<file path="config.mk">
export PLATFORM = sky130hd
export DESIGN_NAME = svc_sram_io_ctrl
export DESIGN_NICKNAME = d
export VERILOG_FILES = /design/src/rtl/svc_sram_io_ctrl.sv
export SDC_FILE = /design/constraint.sdc
export NUM_CORES = 1
export LEC_CHECK = 0
export ABC_AREA = 0
export CORE_MARGIN = 2
export CORE_UTILIZATION = 48
export CTS_CLUSTER_SIZE = 20
export DETAILED_ROUTE_END_ITERATION = 8
export HOLD_SLACK_MARGIN = 0.15
export PLACE_DENSITY_LB_ADDON = 0.08
export SETUP_SLACK_MARGIN = 0.5
export SYNTH_ARGS = -nofsm -noshare
export SYNTH_HDL_FRONTEND = slang
export SYNTH_SLANG_ARGS = --single-unit
</file>
<file path="constraint.sdc">
create_clock -name clk -period 4.2 [get_ports clk]
set_input_delay 0.84 -clock clk [delete_from_list [all_inputs] [get_ports clk]]
set_output_delay 0.84 -clock clk [all_outputs]
set_load 0.02 [all_outputs]
</file>
<file path="src/rtl/svc_sram_io_ctrl.sv">
// svc_sram_io_ctrl: back-end driver for an external asynchronous SRAM.
// Takes one command at a time from the sram_cmd_* handshake, generates
// CE#/OE#/WE#/BE# timing with programmable write-pulse and read-access
// widths, and returns read data with its meta through a one-entry slot.
//
// state    | meaning
// ---------+-----------------------------------------------------------
// INIT     | reset state, leaves on the first edge after reset release
// IDLE     | pins parked, cmd_ready high, bus turnaround cycle
// WR       | WE# low, data driven, counting the write pulse
// WR_HOLD  | WE# high, CE# low, data/addr still driven for hold time
// RD       | OE# low, counting access time, samples when the slot frees
module svc_sram_io_ctrl #(
  parameter int SRAM_ADDR_WIDTH = 18,
  parameter int SRAM_DATA_WIDTH = 16,
  parameter int SRAM_META_WIDTH = 5,
  parameter int WR_CYCLES       = 2,
  parameter int RD_CYCLES       = 2,
  localparam int STRBW          = SRAM_DATA_WIDTH / 8
) (
  input  logic                       clk,
  input  logic                       rst,
  input  logic                       sram_cmd_valid,
  output logic                       sram_cmd_ready,
  input  logic                       sram_cmd_wr_en,
  input  logic [SRAM_ADDR_WIDTH-1:0] sram_cmd_addr,
  input  logic [SRAM_META_WIDTH-1:0] sram_cmd_meta,
  input  logic [SRAM_DATA_WIDTH-1:0] sram_cmd_wr_data,
  input  logic [STRBW-1:0]           sram_cmd_wr_strb,
  output logic                       sram_rd_resp_valid,
  input  logic                       sram_rd_resp_ready,
  output logic [SRAM_DATA_WIDTH-1:0] sram_rd_resp_data,
  output logic [SRAM_META_WIDTH-1:0] sram_rd_resp_meta,
  output logic [SRAM_ADDR_WIDTH-1:0] sram_io_addr,
  output logic [SRAM_DATA_WIDTH-1:0] sram_io_data_o,
  output logic                       sram_io_data_oe,
  input  logic [SRAM_DATA_WIDTH-1:0] sram_io_data_i,
  output logic                       sram_io_ce_n,
  output logic                       sram_io_oe_n,
  output logic                       sram_io_we_n,
  output logic [STRBW-1:0]           sram_io_be_n
);

  localparam int CMAX  = (WR_CYCLES > RD_CYCLES) ? WR_CYCLES : RD_CYCLES;
  localparam int CNT_W = (CMAX > 1) ? $clog2(CMAX) : 1;

  typedef enum logic [2:0] {
    S_INIT    = 3'd0,
    S_IDLE    = 3'd1,
    S_WR      = 3'd2,
    S_WR_HOLD = 3'd3,
    S_RD      = 3'd4
  } state_e;

  state_e                     state_q, state_d;
  logic [CNT_W-1:0]           cnt_q, cnt_d;
  logic [SRAM_ADDR_WIDTH-1:0] addr_q, addr_d;
  logic [SRAM_DATA_WIDTH-1:0] data_q, data_d;
  logic [STRBW-1:0]           strb_q, strb_d;
  logic [SRAM_META_WIDTH-1:0] meta_q, meta_d;

  logic                       resp_valid_q, resp_valid_d;
  logic [SRAM_DATA_WIDTH-1:0] resp_data_q, resp_data_d;
  logic [SRAM_META_WIDTH-1:0] resp_meta_q, resp_meta_d;

  logic                       cmd_ready_q, cmd_ready_d;
  logic [SRAM_ADDR_WIDTH-1:0] io_addr_q, io_addr_d;
  logic [SRAM_DATA_WIDTH-1:0] io_data_o_q, io_data_o_d;
  logic                       io_data_oe_q, io_data_oe_d;
  logic                       ce_n_q, ce_n_d;
  logic                       oe_n_q, oe_n_d;
  logic                       we_n_q, we_n_d;
  logic [STRBW-1:0]           be_n_q, be_n_d;

  logic                       load;

  // Next state, command latch, response slot and next pin values.
  // Pins are derived from the next state so they are registered yet
  // change on the same edge as the state they belong to.
  always_comb begin
    state_d      = state_q;
    cnt_d        = cnt_q;
    addr_d       = addr_q;
    data_d       = data_q;
    strb_d       = strb_q;
    meta_d       = meta_q;
    load         = 1'b0;
    resp_valid_d = resp_valid_q;
    resp_data_d  = resp_data_q;
    resp_meta_d  = resp_meta_q;

    case (state_q)
      S_INIT: state_d = S_IDLE;
      S_IDLE: begin
        if (sram_cmd_valid && cmd_ready_q) begin
          addr_d = sram_cmd_addr;
          data_d = sram_cmd_wr_data;
          strb_d = sram_cmd_wr_strb;
          meta_d = sram_cmd_meta;
          if (sram_cmd_wr_en) begin
            state_d = S_WR;
            cnt_d   = CNT_W'(WR_CYCLES - 1);
          end else begin
            state_d = S_RD;
            cnt_d   = CNT_W'(RD_CYCLES - 1);
          end
        end
      end
      S_WR: begin
        if (cnt_q == '0) state_d = S_WR_HOLD;
        else             cnt_d   = cnt_q - 1'b1;
      end
      S_WR_HOLD: state_d = S_IDLE;
      S_RD: begin
        if (cnt_q != '0) begin
          cnt_d = cnt_q - 1'b1;
        end else if (!resp_valid_q || sram_rd_resp_ready) begin
          // Sample only when the slot can take it; otherwise hold pins.
          load    = 1'b1;
          state_d = S_IDLE;
        end
      end
      default: state_d = S_INIT;
    endcase

    // A new sample takes priority over the consumer's pop.
    if (load) begin
      resp_valid_d = 1'b1;
      resp_data_d  = sram_io_data_i;
      resp_meta_d  = meta_q;
    end else if (resp_valid_q && sram_rd_resp_ready) begin
      resp_valid_d = 1'b0;
    end

    cmd_ready_d  = 1'b0;
    io_addr_d    = io_addr_q;
    io_data_o_d  = io_data_o_q;
    io_data_oe_d = 1'b0;
    ce_n_d       = 1'b1;
    oe_n_d       = 1'b1;
    we_n_d       = 1'b1;
    be_n_d       = {STRBW{1'b1}};

    case (state_d)
      S_IDLE: cmd_ready_d = 1'b1;
      S_WR: begin
        ce_n_d       = 1'b0;
        we_n_d       = 1'b0;
        be_n_d       = ~strb_d;
        io_data_oe_d = 1'b1;
        io_addr_d    = addr_d;
        io_data_o_d  = data_d;
      end
      S_WR_HOLD: begin
        ce_n_d       = 1'b0;
        be_n_d       = ~strb_d;
        io_data_oe_d = 1'b1;
        io_addr_d    = addr_d;
        io_data_o_d  = data_d;
      end
      S_RD: begin
        ce_n_d    = 1'b0;
        oe_n_d    = 1'b0;
        be_n_d    = '0;
        io_addr_d = addr_d;
      end
      default: ;
    endcase
  end

  // State, latches, response slot and pin registers.
  always_ff @(posedge clk or posedge rst) begin
    if (rst) begin
      state_q      <= S_INIT;
      cnt_q        <= '0;
      addr_q       <= '0;
      data_q       <= '0;
      strb_q       <= '0;
      meta_q       <= '0;
      resp_valid_q <= 1'b0;
      resp_data_q  <= '0;
      resp_meta_q  <= '0;
      cmd_ready_q  <= 1'b0;
      io_addr_q    <= '0;
      io_data_o_q  <= '0;
      io_data_oe_q <= 1'b0;
      ce_n_q       <= 1'b1;
      oe_n_q       <= 1'b1;
      we_n_q       <= 1'b1;
      be_n_q       <= {STRBW{1'b1}};
    end else begin
      state_q      <= state_d;
      cnt_q        <= cnt_d;
      addr_q       <= addr_d;
      data_q       <= data_d;
      strb_q       <= strb_d;
      meta_q       <= meta_d;
      resp_valid_q <= resp_valid_d;
      resp_data_q  <= resp_data_d;
      resp_meta_q  <= resp_meta_d;
      cmd_ready_q  <= cmd_ready_d;
      io_addr_q    <= io_addr_d;
      io_data_o_q  <= io_data_o_d;
      io_data_oe_q <= io_data_oe_d;
      ce_n_q       <= ce_n_d;
      oe_n_q       <= oe_n_d;
      we_n_q       <= we_n_d;
      be_n_q       <= be_n_d;
    end
  end

  assign sram_cmd_ready     = cmd_ready_q;
  assign sram_rd_resp_valid = resp_valid_q;
  assign sram_rd_resp_data  = resp_data_q;
  assign sram_rd_resp_meta  = resp_meta_q;
  assign sram_io_addr       = io_addr_q;
  assign sram_io_data_o     = io_data_o_q;
  assign sram_io_data_oe    = io_data_oe_q;
  assign sram_io_ce_n       = ce_n_q;
  assign sram_io_oe_n       = oe_n_q;
  assign sram_io_we_n       = we_n_q;
  assign sram_io_be_n       = be_n_q;

endmodule
</file>
Word level (Yosys, flattened, before mapping)
Cells that the tools add are included.
{"block": "totals", "ff_bits": 108, "input_bits": 62, "wordCells": 67}
{"block": "classes", "add_sub_neg": 1, "n_eq_ne": 9, "n_mux": 26, "n_bitwise": 1, "n_reduce_logical": 13}
{"operator": "18-bit two-way mux", "count": 2}
{"operator": "16-bit two-way mux", "count": 2}
{"operator": "3-bit two-way mux", "count": 5}
{"operator": "3-bit by 2-bit == test with 1-bit output (second input constant)", "count": 4}
{"operator": "1-bit two-way mux", "count": 12}
{"operator": "3-bit one-hot mux with 4 select lines", "count": 1}
{"operator": "3-bit by 1-bit == test with 1-bit output (second input constant)", "count": 2}
{"operator": "3-bit == test (second input constant)", "count": 2}
{"operator": "2-bit OR reduction", "count": 3}
{"operator": "2-bit two-way mux", "count": 2}
{"operator": "2-bit one-hot mux with 2 select lines", "count": 1}
{"operator": "2-bit AND reduction", "count": 2}
{"operator": "2-bit nonzero test", "count": 2}
{"operator": "3-bit zero test", "count": 1}
{"operator": "3-bit OR reduction", "count": 1}
{"operator": "1-bit logical AND", "count": 2}
{"operator": "2-bit inequality test (second input constant)", "count": 1}
{"operator": "2-bit NOT", "count": 1}
{"operator": "1-bit one-hot mux with 2 select lines", "count": 1}
{"operator": "1-bit zero test", "count": 1}
{"operator": "1-bit logical OR", "count": 1}
{"operator": "1-bit subtractor (second input constant)", "count": 1}

Depth between registers and ports, before layout
Gate-level depths: netlist of the first run.
{"block": "depth", "depth_word": 8, "depth_mapped": 8, "depth_no_buf": 4}

Least setup slack after synthesis of the first run
OpenSTA, ideal clock, no wires.
{"block": "synth_path", "kind": "input-to-reg", "start": "in sram_cmd_valid", "end": "reg io_data_o_q[10] (netlist: sram_io_data_o[10])", "setup_time_ns": 0.125, "t_arrival_ns": 1.973, "required_time_ns": 4.075, "setup_slack_ns": 2.102, "stages": 5, "path_cell_list": "and4b_1 > a21oi_1 > nor2_4 > buf_2 > mux2_2"}
{"block": "synth_via", "elab_chain_cells": 5}
{"item": "from (decl)", "line": "23", "source": "input logic sram_cmd_valid,"}
{"item": "1-bit logical AND *", "line": "95", "source": "if (sram_cmd_valid && cmd_ready_q) begin"}
{"item": "3-bit two-way mux", "line": "95"}
{"item": "3-bit one-hot mux with 4 select lines", "line": "92", "source": "case (state_q)"}
{"item": "3-bit by 2-bit == test with 1-bit output", "line": "144", "source": "case (state_d)"}
{"item": "2-bit OR reduction (no source line)"}
{"item": "to (signal assigned)", "line": "203", "source": "io_data_o_q <= io_data_o_d;"}
{"item": "to (decl)", "line": "68", "source": "logic [SRAM_DATA_WIDTH-1:0] io_data_o_q, io_data_o_d;"}
Mark *: on every way between the ends. The rest lies on a longest branch, timed or not.
A chain may end at the register's enable or synchronous reset.

Worst setup path after layout of the first run
{"block": "layout_path", "start": "reg state_q[1]", "end": "reg io_data_o_q[15] (netlist: sram_io_data_o[15])"}
{"item": "from (decl)", "line": "55", "source": "state_e state_q, state_d;"}
{"item": "from (signal assigned)", "line": "192", "source": "state_q <= state_d;"}
{"item": "3-bit by 1-bit == test with 1-bit output", "line": "92"}
{"item": "16-bit two-way mux", "line": "92"}
{"item": "named net data_d[15]", "line": "58", "source": "logic [SRAM_DATA_WIDTH-1:0] data_q, data_d;"}
The timed path passes the listed nets, and every way through them passes these cells.

==> flow_summary.toml, run 1 <==
[run_status]
status = "complete, no violations"

[grt]
grt_overflow = 0
grt_max_degree = 79
grt_pass1_vias = 3297
grtUsageTotal_pct = 19.89
antenna_found_initial = 0
grt_first_pass_wirelength_mm = 15.95

[clock_tree]
cts_buffers = 9
post_cts_buffers = 0
cts_buffer_depth = 2
cts_resized = 0
root_buffer = "clkbuf_8"
htreeDepth = 3
hold_buffers = 0
cts_sinks = 108
clock_latency_ps = 350
path_clk_slew_ps = 100
cts_tree = "done"

[critical_path]
path_max_fanout = 78
cp-end-kind = "flop"
start_kind = "flop"
critPathMaxStageDelay_ps = 960
crit_path_top_delay_cell = "dfrtp_1"
required_ps = 4440
path_cells = "and4b_1 > nand2b_4 > mux2_2 > mux2_2"
worstSetupPathType = "reg -> reg"
arrival_ps = 3020
crit_path_frequent_cell = "mux2_2"

[timing]
hold_violations = 0
worst_slew_pin_slew_ps = 1020
max_freq_mhz = 358.9
skew_ps = 11.78
finalSetupTns_ps = 0
finalCriticalPeriod_ps = 2786
slew_violations = 0
post-route-period-util_pct = 66.34
setup_violations = 0
slew_headroom_pct = 31.75
rsz0062_at_grt = "no"

[job]
maxCapViolCount = 0

[placed_design]
hpwl_mm = 6.222
io_buffer_count = 124
gp_congestion = 0.7511
placed_area_mm2 = 0.005844
dp_cells = 595

[drt]
first_pass_iters = 7
drtAntennaViolNets = 0
drcViolationCount = 0
wirelength_mm = 9.645
avgRoutedWirePerCell_um = 15.79
via_per_inst = 5.331
num_vias = 3257
drt_iter0_drc = 197

[layout]
final_cell_mix = "124 x clkdlybuf4s50_1, 103 x dfrtp_1, 78 x nand2_1"
layout-drive-gt1-share_pct = 18.00
final_common_cell = "clkdlybuf4s50_1"
nNetsFinal = 557
antenna_cells = 0
syn2layout_area_growth_pct = 33.43
stdcell_count = 611
final_area_mm2 = 0.006037

[synth]
synth_cell_types = 29
synth_seq_cells = 108
ys_seq_area_share_pct = 59.87
syn_inst = 378
syn_nets = 440
avgSynthCellArea_um2 = 11.97
ys_warn_count = 0
netlist_area_mm2 = 0.004524

[power_and_ir_drop]
max-vdd-ir-drop_uv = 433.4
p_per_area_mw_per_mm2 = 774.0
leakage_nw = 2.665

[die]
placementRows = 35
die_h_um = 101.1
dieArea_mm2 = 0.01022
core_mm2 = 0.009196
start_util_pct = 49.20
die_w_um = 101.1
pin_count = 125

[hold_path]
hp-class = "reg -> reg"
[logic make-up after synthesis]
logic type | Yosys count | share of synthesized area, %
compound gates | 68 | 11.48
simple gates | 119 | 10.98
flops | 108 | 59.87
buf+inv | 30 | 3.484
mux | 53 | 14.19
[final cells by class]
cell class	instances	area, um2
timing repair buffer	132	1301
clock inverter	6	65.06
inverter	4	17.52
fill	716	3159
sequential	108	2709
clock buffer	10	127.6
multi-input combinational	240	1678
tap	111	138.9
[critical path: cells and delay by family, from the launching register on]
family,cells,cell delay (ps)
DFF,1,960
and+or+nand+nor,2,1030
muxes,2,680
[through the flow]
step | util [%] | setup slack (ps) | total power [W] | hold WS (ps)
after floorplan | - | 522.7 | 0.003222 | 440.1
after global placement | 63.55 | 1173 | 0.004024 | 451.1
after detailed placement | 63.55 | 1126 | 0.004091 | 458.2
after CTS | 65.65 | 1409 | 0.004723 | 491.2
after global routing | 65.65 | 1252 | 0.004997 | 507.6
final | 65.65 | 1414 | 0.004672 | 486.2
[routing by layer]
metal  global-route usage (%)  up-vias  part of all wire, %
met5                        0        -                    0
met4                    6.029        0                  1.1
met3                    5.201        9                  6.4
met2                    31.33       95                   48
met1                    27.25     1596                   45
li1                         -     1557                    -
[cell usage after synthesis]
master      n  share of area [%]
o21a_1      2               0.33
mux2_4     12                4.0
a222oi_1   18                4.0
nor2_4      1               0.25
and4b_1     1               0.22
dfstp_2     5                2.9
a211oi_1    1               0.17
or2_2       2               0.28
a22o_1     18                3.5
a21oi_1    24                2.7
inv_1       4               0.33
clkbuf_1   13                1.1
a31oi_1     1               0.14
o311ai_2    1               0.36
nor2_1     27                2.2
buf_6       4                1.0
buf_1       1              0.083
or3b_2      1               0.19
mux2_2     40                 10
buf_2       6               0.66
nor2b_1     5               0.69
nor3_2      1               0.22
o21ai_0     2               0.22
buf_4       2               0.33
mux2_1      1               0.25
nand2_1    78                6.5
nand2b_1    3               0.41
o22ai_1     1               0.14
dfrtp_1   103                 57
[report_power, final]
| part | total [W] | switching [W] | internal [W] |
|---|---|---|---|
| logic | 0.00219 | 0.00104 | 0.00115 |
| clock network | 0.000617 | 0.000340 | 0.000276 |
| registers | 0.00187 | 0.000314 | 0.00155 |
[path summary, 6_finish.rpt]
check | from | slack [ps] | endpoint | depth (start not counted)
min in group asynchronous | rst | 1000 | sram_rd_resp_data[4] | 2
min reg2reg | meta_q[1] | 490 | meta_q[1] | 2
min | meta_q[1] | 490 | meta_q[1] | 2
max | state_q[1] | 1410 | sram_io_data_o[15] | 4
max in group asynchronous | rst | 2320 | sram_io_oe_n | 3
max reg2reg | state_q[1] | 1410 | sram_io_data_o[15] | 4
[sequential cells by signal, indices dropped and copies added, names as in the netlist, 3 cells and up]
signal and flops:
sram_rd_resp_meta 5, sram_rd_resp_data 16, state_q 3, sram_io_addr 18, sram_io_data_o 16, addr_q 18, data_q 16, meta_q 5
Power figures use the tool's default switching activity.
==> run 2, diff against run 1 <==
==> constraint.sdc (replaced) <==
create_clock -name clk -period 2.9 [get_ports clk]
set_input_delay 0.58 -clock clk [delete_from_list [all_inputs] [get_ports clk]]
set_output_delay 0.58 -clock clk [all_outputs]
set_load 0.02 [all_outputs]
==> flow_summary.toml, run 2 (synthesized netlist as in run 1, its figures left out) <==
[clock_tree]
cts_buffers = 9
cts_buffer_depth = 2
cts_sinks = 108
cts_resized = 0
post_cts_buffers = 0
clock_latency_ps = 360
cts_tree = "done"
root_buffer = "clkbuf_8"
hold_buffers = 0
path_clk_slew_ps = 110
htreeDepth = 3

[layout]
final_cell_mix = "124 x clkdlybuf4s50_1, 103 x dfrtp_1, 78 x nand2_1"
syn2layout_area_growth_pct = 33.77
utilization_pct = 65.81
antenna_cells = 0
layout-drive-gt1-share_pct = 18.33
final_common_cell = "clkdlybuf4s50_1"
nNetsFinal = 559

[die]
dieArea_mm2 = 0.01022
placementRows = 35
die_w_um = 101.1
core_mm2 = 0.009196
start_util_pct = 49.20
pin_count = 125
die_h_um = 101.1

[critical_path]
required_ps = 3180
path_buf_inv = 1
worstSetupPathType = "reg -> reg"
cp-end-kind = "flop"
path_max_fanout = 12
crit_path_top_delay_cell = "or3b_2"
r2r_slack_ps = 710
arrival_ps = 2470
start_kind = "flop"
crit_family = "compound AO/OA/AOI/OAI gates"
critPathMaxStageDelay_ps = 590
path_cells = "or3b_2 > a21oi_2 > buf_4 > a222oi_1 > a21oi_1"

[drt]
wirelength_mm = 9.804
drtAntennaViolNets = 0
avgRoutedWirePerCell_um = 15.99
drcViolationCount = 0
via_per_inst = 5.336
num_vias = 3271
drt_iter0_drc = 209
first_pass_iters = 5

[timing]
worst_slew_pin_slew_ps = 565.5
slew_headroom_pct = 62.30
max_freq_mhz = 456.6
post-route-period-util_pct = 75.52
hold_violations = 0
finalSetupTns_ps = 0
setup_violations = 0
worst_slack_ps = 709.8
finalCriticalPeriod_ps = 2190
rsz0062_at_grt = "no"
slew_violations = 0
skew_ps = 13.59

[grt]
top_usage_layer = "met2"
grt_use_met1_pct = 28.07
grt_overflow = 0
grt_first_pass_wirelength_mm = 15.97
use_met3_pct = 4.438
grt_pass1_vias = 3189
met2_usage_pct = 30.36
antenna_found_initial = 0
grtUsageTotal_pct = 19.93
grt_max_degree = 109

[placed_design]
gp_congestion = 0.7276
detailedPlace.worstSlack_ps = 395.0
hpwl_mm = 6.523
io_buffer_count = 124

[hold_path]
hp-class = "reg -> reg"

[power_and_ir_drop]
max-vdd-ir-drop_uv = 573.6
leakage_nw = 2.665
p_per_area_mw_per_mm2 = 1114

[run_status]
status = "complete, no violations"

[job]
maxCapViolCount = 0
[run 2: worst reg2reg max path: stages (launching register included)]
cell	delay, ps
dfrtp_1	540
or3b_2	590
a21oi_2	460
buf_4	290
a222oi_1	80
a21oi_1	160
[run 2: metal layers]
| metal | up-vias | share of wire (%) |
|---|---|---|
| li1 | 1563 | - |
| met1 | 1583 | 43 |
| met2 | 116 | 48 |
| met3 | 9 | 7.3 |
| met4 | 0 | 0.99 |
| met5 | - | 0 |
[run 2: stage by stage]
| step | instances | hold slack [ps] | power [W] | area, um2 |
|---|---|---|---|---|
| after floorplan | 378 | 440.1 | 0.004667 | 4528 |
| after global placement | 597 | 452.2 | 0.005853 | 5873 |
| after detailed placement | 597 | 460.4 | 0.005976 | 5873 |
| after CTS | 613 | 486.2 | 0.006813 | 6052 |
| after global routing | 613 | 513.0 | 0.007198 | 6052 |
| final | 613 | 481.9 | 0.006739 | 6052 |
[run 2: cell type report]
class | count | area, um2
flip-flops and latches | 108 | 2709
fillers | 736 | 3144
clock inverters | 6 | 51.30
well taps | 111 | 138.9
clock buffers | 10 | 127.6
repair buffers | 134 | 1329
multi-input cells | 240 | 1678
inverters | 4 | 18.77
[run 2: power breakdown]
| part | switching, W | leakage (nW) | internal [W] | total [W] |
|---|---|---|---|---|
| registers | 0.000442 | 1.29 | 0.00225 | 0.00269 |
| logic | 0.00155 | 1.29 | 0.00167 | 0.00322 |
| clock network | 0.000511 | 0.0866 | 0.000321 | 0.000832 |
| total | 0.00250 | 2.67 | 0.00424 | 0.00674 |
[run 2: worst paths after layout]
| check | from | endpoint | cells after the start |
|---|---|---|---|
| worst min register to register | meta_q[3] | meta_q[3] | 2 |
| worst max register to register | state_q[1] | sram_io_addr[13] | 5 |
| min in group asynchronous | rst | addr_q[4] | 3 |
| max in group asynchronous | rst | sram_io_be_n[1] | 3 |
| worst min-delay path | meta_q[3] | meta_q[3] | 2 |
| worst max-delay path | state_q[1] | sram_io_addr[13] | 5 |
